$ cat src/rtl/jk_drv_pkg.sv
// Shared types and {J,K} excitation codes for the JK excitation driver.
package jk_drv_pkg;

  typedef enum logic [1:0] {
    ST_IDLE  = 2'd0,
    ST_DRIVE = 2'd1,
    ST_CHECK = 2'd2
  } drv_state_t;

  // Codes are packed as {J,K}.
  localparam logic [1:0] EXC_HOLD = 2'b00;
  localparam logic [1:0] EXC_SET  = 2'b10;
  localparam logic [1:0] EXC_RST  = 2'b01;
  localparam logic [1:0] EXC_TOG  = 2'b11;

endpackage

$ cat src/rtl/jk_excite_map.sv
// Combinational {J,K} excitation for a current->next Q transition.
// Define JK_DRV_TOGGLE_EN to drive every state change with the toggle code.
module jk_excite_map
  import jk_drv_pkg::*;
(
  input  logic       q_cur,
  input  logic       q_next,
  output logic [1:0] jk
);

  always_comb begin
    jk = EXC_HOLD;
    if (q_cur != q_next) begin
`ifdef JK_DRV_TOGGLE_EN
      jk = EXC_TOG;
`else
      jk = q_next ? EXC_SET : EXC_RST;
`endif
    end
  end

endmodule

$ cat src/rtl/jk_excitation_driver.sv
// Drives a JK flop so Q tracks a target stream, checks Q against a model and
// counts mismatches (saturating). Optional build macro: JK_DRV_TOGGLE_EN.
module jk_excitation_driver
  import jk_drv_pkg::*;
#(
  parameter int CNT_W  = 8,
  parameter int RESYNC = 1
) (
  input  logic             clk,
  input  logic             rst,
  input  logic             tgt_valid,
  input  logic             tgt_bit,
  output logic             tgt_ready,
  output logic             j,
  output logic             k,
  input  logic             q_obs,
  output logic             busy,
  output logic             mismatch,
  output logic [CNT_W-1:0] err_cnt
);

  drv_state_t       state_q, state_d;
  logic             q_model, q_model_d;
  logic             tgt_r, tgt_d;
  logic             j_d, k_d, mismatch_d;
  logic [CNT_W-1:0] err_d;
  logic [1:0]       exc_jk;

  jk_excite_map u_map (
    .q_cur  (q_model),
    .q_next (tgt_bit),
    .jk     (exc_jk)
  );

  assign tgt_ready = (state_q == ST_IDLE);
  assign busy      = (state_q == ST_DRIVE) || (state_q == ST_CHECK);

  always_comb begin
    state_d    = state_q;
    q_model_d  = q_model;
    tgt_d      = tgt_r;
    j_d        = 1'b0;
    k_d        = 1'b0;
    mismatch_d = 1'b0;
    err_d      = err_cnt;
    case (state_q)
      ST_IDLE: begin
        if (tgt_valid) begin
          {j_d, k_d} = exc_jk;
          tgt_d      = tgt_bit;
          state_d    = ST_DRIVE;
        end
      end
      ST_DRIVE: begin
        // The flop samples J/K on this same edge, so the model advances with it.
        q_model_d = tgt_r;
        state_d   = ST_CHECK;
      end
      ST_CHECK: begin
        state_d = ST_IDLE;
        if (q_obs != q_model) begin
          mismatch_d = 1'b1;
          if (err_cnt != '1) err_d = err_cnt + 1'b1;
          if (RESYNC != 0) q_model_d = q_obs;
        end
      end
      default: state_d = ST_IDLE;
    endcase
  end

  always_ff @(posedge clk) begin
    if (rst) begin
      state_q  <= ST_IDLE;
      q_model  <= 1'b0;
      tgt_r    <= 1'b0;
      j        <= 1'b0;
      k        <= 1'b0;
      mismatch <= 1'b0;
      err_cnt  <= '0;
    end else begin
      state_q  <= state_d;
      q_model  <= q_model_d;
      tgt_r    <= tgt_d;
      j        <= j_d;
      k        <= k_d;
      mismatch <= mismatch_d;
      err_cnt  <= err_d;
    end
  end

endmodule

$ cat config.mk
export PLATFORM = sky130hd
export DESIGN_NAME = jk_excitation_driver
export DESIGN_NICKNAME = d
export VERILOG_FILES = /design/src/rtl/jk_drv_pkg.sv /design/src/rtl/jk_excite_map.sv /design/src/rtl/jk_excitation_driver.sv
export SDC_FILE = /design/constraint.sdc
export NUM_CORES = 1
export LEC_CHECK = 0
export ABC_CLOCK_PERIOD_IN_PS = 2900
export CAP_MARGIN = 20
export CORE_MARGIN = 2
export CORE_UTILIZATION = 49
export DETAILED_ROUTE_END_ITERATION = 8
export MAX_ROUTING_LAYER = met4
export PLACE_DENSITY = 0.85
export SLEW_MARGIN = 20
export SYNTH_ARGS = -nofsm -noshare
export SYNTH_HDL_FRONTEND = slang
export SYNTH_SLANG_ARGS = --single-unit
$ cat constraint.sdc
create_clock -name clk -period 2.9 [get_ports clk]
set_input_delay 0.29 -clock clk [delete_from_list [all_inputs] [get_ports clk]]
set_output_delay 0.29 -clock clk [all_outputs]
set_load 0.005 [all_outputs]
==> impl_metrics.toml, run 1 <==
[run_status]
status = "finished clean"

[timing]
hold_violations = 0
skew_ns = 0.000553
maxSlewHeadroom_pct = 65.3
rsz0062_at_grt = "false"
setup_violations = 0
drv_slew = 0
min_period_ns = 1.78
setup_ws_ns = 1.12
layout_worst_path_cycle_share_pct = 61.3
tns_ns = 0
worst_slew_pin_slew_ns = 0.519
fmax_mhz = 563

[cts]
clkTransAtPathRegs_ns = 0.08
postCtsHoldBufs = 0
clk_latency_ns = 0.28
htreeDepth = 1
cts_tree = "built"
cts_buffers = 3
clockBufferDepth = 2
post_cts_buffers = 0
cts_resized = 0
clkSinkCount = 15
cts-root-buf = "clkbuf_4"

[place]
port_buffers = 17
place_congestion = 0.765
placed_area_um2 = 876
hpwl_um = 981
pre_cts_slack_ns = 0.970

[floorplanning]
dieArea_um2 = 1730
die_w_um = 41.5
core-area_um2 = 1300
ioPinCount = 18
start_util_pct = 53.1
std_cell_rows = 13
die_h_um = 41.5

[yosys]
yosysWarnings = 0
synthesis.nets = 83
synthesis.area_um2 = 691
ys_seq_area_share_pct = 43.5
synth_xor_xnor_area_share_pct = 3.62
netlist_instances = 73
synth-seq-cells = 15
yosys.area_share.simple_pct = 22.5
synth_edf_count = 0
synth_ff_type = "dfxtp_1"
ys_types = 27
syn_avg_cell_area_um2 = 9.46
synth_top_family_by_area = "simple AND/OR/NAND/NOR gates"
synth_compound_area_share_pct = 12.9
synthMuxAreaShare_pct = 5.80
synth-async-reset-ratio_pct = 0
synthAdderAreaFrac_pct = 9.06

[cells_and_area]
design_area_um2 = 903
fin_nets = 104
antenna-diode-count = 0
drive_gt1_share_pct = 6.45
layout_commonest_cell = "clkdlybuf4s50_1"
mostFrequentLayoutCells = "17 x clkdlybuf4s50_1, 15 x dfxtp_1, 10 x nor2_1"
nFillCells = 111
register_area_um2 = 300
multi_input_area_um2 = 372
syn_to_final_growth_pct = 30.8

[route]
drt-wirelength-per-cell_um = 12.5
route.detailed.drc = 0
drt_iter0_drc = 7
totalWireLength_mm = 1.35
vias = 602
vias_per_cell = 5.57
first_pass_iters = 4
final_antenna_net_count = 0

[worst_hold_path]
min_path_type = "register to register"

[setup_path]
critical_path.startpoint_type = "register"
cp_data_required_time_ns = 2.61
end_kind = "primary output"
arrival_ns = 1.49
crit_type = "register to primary output"
crit_fanout = 3

[flow_run]
cap_violations = 0

[pwr]
p_per_area_nw_per_um2 = 472
ir_worst_vdd_mv = 0.296
p_leak_uw = 0.000339

[global_routing]
grt_pass1_vias = 577
overflow = 0
grtUsageTotal_pct = 19.0
grt_first_pass_wirelength_mm = 2.47
antenna_found_initial = 0
grt_max_degree = 16
## power by group
part / total (uW) / internal [uW] / switching, uW
clock: 117 / 51.3 / 66.2
sequential: 223 / 216 / 7.49
combinational: 85.5 / 45.2 / 40.3
total: 426 / 312 / 114
## layer usage
| metal | global-route usage (%) | part of all wire [%] | vias to the layer above |
|---|---|---|---|
| met5 | - | 0 | - |
| li1 | - | - | 308 |
| met1 | 22.4 | 47 | 278 |
| met2 | 28.4 | 46 | 12 |
| met4 | 7.74 | 2.0 | 0 |
| met3 | 7.83 | 4.7 | 4 |
## synth_stat cells (all sizes together), types with 2 or more instances
cell | count | area (um2)
a21oi | 3 | 15.0
nand3 | 4 | 20.0
a211oi | 2 | 15.0
mux2i | 4 | 40.0
nor2 | 10 | 37.5
inv | 4 | 15.0
nand4 | 2 | 12.5
nor4b | 3 | 26.3
xor2 | 2 | 25.0
ha | 5 | 62.6
a31oi | 3 | 18.8
dfxtp | 15 | 300
and3 | 2 | 12.5
nand2 | 3 | 13.8
## registers in the layout, summed over array words and instances, names as in the netlist
register / cells
mismatch: 1
tgt_r: 1
state_q: 2
k: 1
err_cnt: 8
q_model: 1
j: 1
## stage by stage
step           hold WS, ns  total power, uW  cells  utilization [%]
2_1_floorplan        0.362              277     73                -
3_3_place_gp         0.446              311    104             67.3
3_5_place_dp         0.466              314    104             67.3
4_1_cts              0.480              432    108             69.4
5_1_grt              0.503              454    108             69.4
6_report             0.478              426    108             69.4
## critical path, cell delays in order, from the launching register on
cell and delay, ns:
dfxtp_1 0.36, inv_1 0.08, ha_1 0.27, clkdlybuf4s50_1 0.49
## logic make-up (layout without fill, tap and decap cells)
group | Yosys count | in the layout
compound gates | 13 | 13
flops | 15 | 15
fa+ha+maj | 5 | 5
xor+xnor | 2 | 2
buf+inv | 5 | 25
simple gates | 29 | 29
mux | 4 | 4
## worst paths after layout
check,startpoint,to,slack (ns),depth (start not counted)
max,state_q[0],busy,1.12,3
min,tgt_r,tgt_r,0.48,2
max reg2reg,state_q[0],err_cnt[7],1.27,6
min reg2reg,tgt_r,tgt_r,0.48,2
## cell type report
type	count	area share, %
Clock inverter	1	0.554
Multi-Input combinational cell	53	41.1
Tap cell	15	2.08
Clock buffer	3	2.49
Sequential cell	15	33.2
Timing Repair Buffer	17	18.8
Inverter	4	1.66
(Power assumes the default switching activity.)
==> inputs of run 2 (changes only) <==
--- a/config.mk
+++ b/config.mk
@@ -5,13 +5,13 @@
 export SDC_FILE = /design/constraint.sdc
 export NUM_CORES = 1
 export LEC_CHECK = 0
-export ABC_CLOCK_PERIOD_IN_PS = 2900
+export ABC_CLOCK_PERIOD_IN_PS = 1550
 export CAP_MARGIN = 20
 export CORE_MARGIN = 2
-export CORE_UTILIZATION = 49
+export CORE_UTILIZATION = 41
 export DETAILED_ROUTE_END_ITERATION = 8
 export MAX_ROUTING_LAYER = met4
-export PLACE_DENSITY = 0.85
+export PLACE_DENSITY = 0.77
 export SLEW_MARGIN = 20
 export SYNTH_ARGS = -nofsm -noshare
 export SYNTH_HDL_FRONTEND = slang
==> constraint.sdc (replaced) <==
create_clock -name clk -period 1.55 [get_ports clk]
set_input_delay 0.155 -clock clk [delete_from_list [all_inputs] [get_ports clk]]
set_output_delay 0.155 -clock clk [all_outputs]
set_load 0.005 [all_outputs]
==> run 2 against run 1 <==
  * Utilization down 4.2 points
  * Die area rose by 18%
  * Power rose by 100%
  * Sequential power grew 88%
  * Final cell count rose by 10%
  * First-iteration DRC count increased by 86%
  * Final area up 11%
  * Sequential share of layout area decreased by 3.0 points
  * Setup slack lost 1.0 ns
  * Non-clock buffer count up 10
  * Highest routed layer unchanged
==> impl_metrics.toml, run 2 (synthesis results as in run 1) <==
[global_routing]
grt_pass1_vias = 583
grt_first_pass_wirelength_mm = 2.36
grt_max_degree = 16
overflow = 0
antenna_found_initial = 0
grtUsageTotal_pct = 16.8

[pwr]
p_int_uw = 615
p_leak_uw = 0.000395
p_sw_uw = 240
seqPwrFrac_pct = 49.1
p_per_area_nw_per_um2 = 852
p_comb_share_pct = 24.1
p_clk_share_pct = 26.8
swShare_pct = 28.1
ir_worst_vdd_mv = 0.491

[place]
dp.cells = 112
place_congestion = 0.772
port_buffers = 17
pre_cts_slack_ns = -0.126
hpwl_mm = 1.07

[timing]
drv_slew = 0
skew_ns = 0.00412
setup_violations = 0
rsz0062_at_grt = "false"
hold_violations = 0
min_period_ns = 1.47
setup_ws_ns = 0.0782
maxSlewHeadroom_pct = 79.9
worst_slew_pin_slew_ns = 0.297
hold_ws_ns = 0.467
layout_worst_path_cycle_share_pct = 95.0
fmax_mhz = 679

[cells_and_area]
utilization_pct = 65.2
drive_gt1_share_pct = 23.3
antenna-diode-count = 0
largest-register = "err_cnt"
stdcell_count = 119
largest_reg_flops = 8
layout_commonest_cell = "clkdlybuf4s50_1"
mostFrequentLayoutCells = "15 x clkdlybuf4s50_1, 12 x dfxtp_1, 10 x nor2_1, 10 x buf_4"
reg_top3 = "err_cnt (8), state_q (2)"
nFillCells = 134
syn_to_final_growth_pct = 45.5
fin_nets = 114

[route]
vias_per_cell = 5.40
route.detailed.drc = 0
final_antenna_net_count = 0
vias = 643
first_pass_iters = 4
drt-wirelength-per-cell_um = 12.7
drt_iter0_drc = 13
totalWireLength_mm = 1.51

[setup_path]
arrival_ns = 1.67
crit_type = "register to register"
timing.critical_path.mode_cell = "buf_4"
crit_fanout = 5
critical_path.startpoint_type = "register"
cp_slowest_cell = "dfxtp_2"
cp_data_required_time_ns = 1.75
cp_num_buf_inv = 2
end_kind = "register"
crit_family = "simple AND/OR/NAND/NOR gates"
path_cells = "buf_4 > ha_4 > nand4_1 > nor2b_1 > buf_4 > nand3_1 > a221oi_1"
cpPeakStageDelay_ns = 0.35

[cts]
clkTransAtPathRegs_ns = 0.09
cts-root-buf = "clkbuf_4"
clockBufferDepth = 2
clkSinkCount = 15
cts_buffers = 3
postCtsHoldBufs = 0
clk_latency_ns = 0.29
cts_tree = "built"
htreeDepth = 1

[floorplanning]
ioPinCount = 18
std_cell_rows = 14
die_h_um = 45.0
start_util_pct = 44.8
dieArea_um2 = 2030
core-area_um2 = 1540
die_w_um = 45.0

[run_status]
status = "finished clean"

[worst_hold_path]
min_path_type = "register to register"

[flow_run]
cap_violations = 0
[run 2: cell types whose count changed in the layout (fill, tap and decap cells not counted), sizes merged]
cell / previous run / this run
buf: 0 / 10
clkdlybuf4s50: 17 / 15
dlygate4sd2: 0 / 1
dlymetal6s2s: 0 / 1
[run 2: power by group through the flow]
stage / combinational, uW / sequential [uW] / clock [uW]
6_report: 206 / 420 / 229
5_1_grt: 228 / 423 / 251
4_1_cts: 203 / 418 / 238
3_5_place_dp: 181 / 425 / 0
3_3_place_gp: 176 / 425 / 0
2_1_floorplan: 93.2 / 425 / 0
[run 2: tightest hold or removal path: stages (launching register included)]
cell and delay [ns]:
dfxtp_1 0.32, nand2_1 0.05, a21oi_1 0.05
[run 2: stage by stage]
step	instance area, um2	setup TNS (ns)	total power, uW
after floorplan	691	0	518
final	1000	0	856
after global placement	930	-0.117	600
after global routing	1000	0	902
after CTS	986	0	859
after detailed placement	930	-0.283	606
[run 2: final timing paths]
path / cells after the start / end / slack, ns / startpoint
worst max-delay path: 7 / err_cnt[5] / 0.08 / state_q[1]
worst min-delay path: 2 / tgt_r / 0.47 / tgt_r
worst max register to register: 7 / err_cnt[5] / 0.08 / state_q[1]
worst min register to register: 2 / tgt_r / 0.47 / tgt_r
[run 2: timing repair]
item	4_1_cts	5_1_grt
setup buffers	3	0
pin swaps	1	1
setup endpoints to repair	3	3
gates resized for setup	7	5
[run 2: per-layer routing]
metal	wire [um]	part of all wire [%]	vias to the layer above	global-route usage [%]
met1	680	45	293	18.9
li1	-	-	325	-
met3	83	5.5	2	4.80
met2	731	48	23	28.6
met4	17	1.1	0	5.29
met5	0	0	-	-
[run 2: final cells by class]
type,count,area (um2),share of cell area [%]
inverter,4,17.5,1.74
sequential,15,304,30.3
clock buffer,3,22.5,2.24
timing repair buffer,27,246,24.5
clock inverter,1,5.00,0.498
multi-input combinational,53,389,38.7
tap,16,20.0,1.99
==> inputs of run 3 (changes only) <==
--- a/config.mk
+++ b/config.mk
@@ -9,6 +9,7 @@
 export CAP_MARGIN = 20
 export CORE_MARGIN = 2
 export CORE_UTILIZATION = 41
+export CTS_CLUSTER_DIAMETER = 120
 export DETAILED_ROUTE_END_ITERATION = 8
 export MAX_ROUTING_LAYER = met4
 export PLACE_DENSITY = 0.77
==> results of run 3 <==
The final DEF is identical to that of run 2; final timing and power are the same.
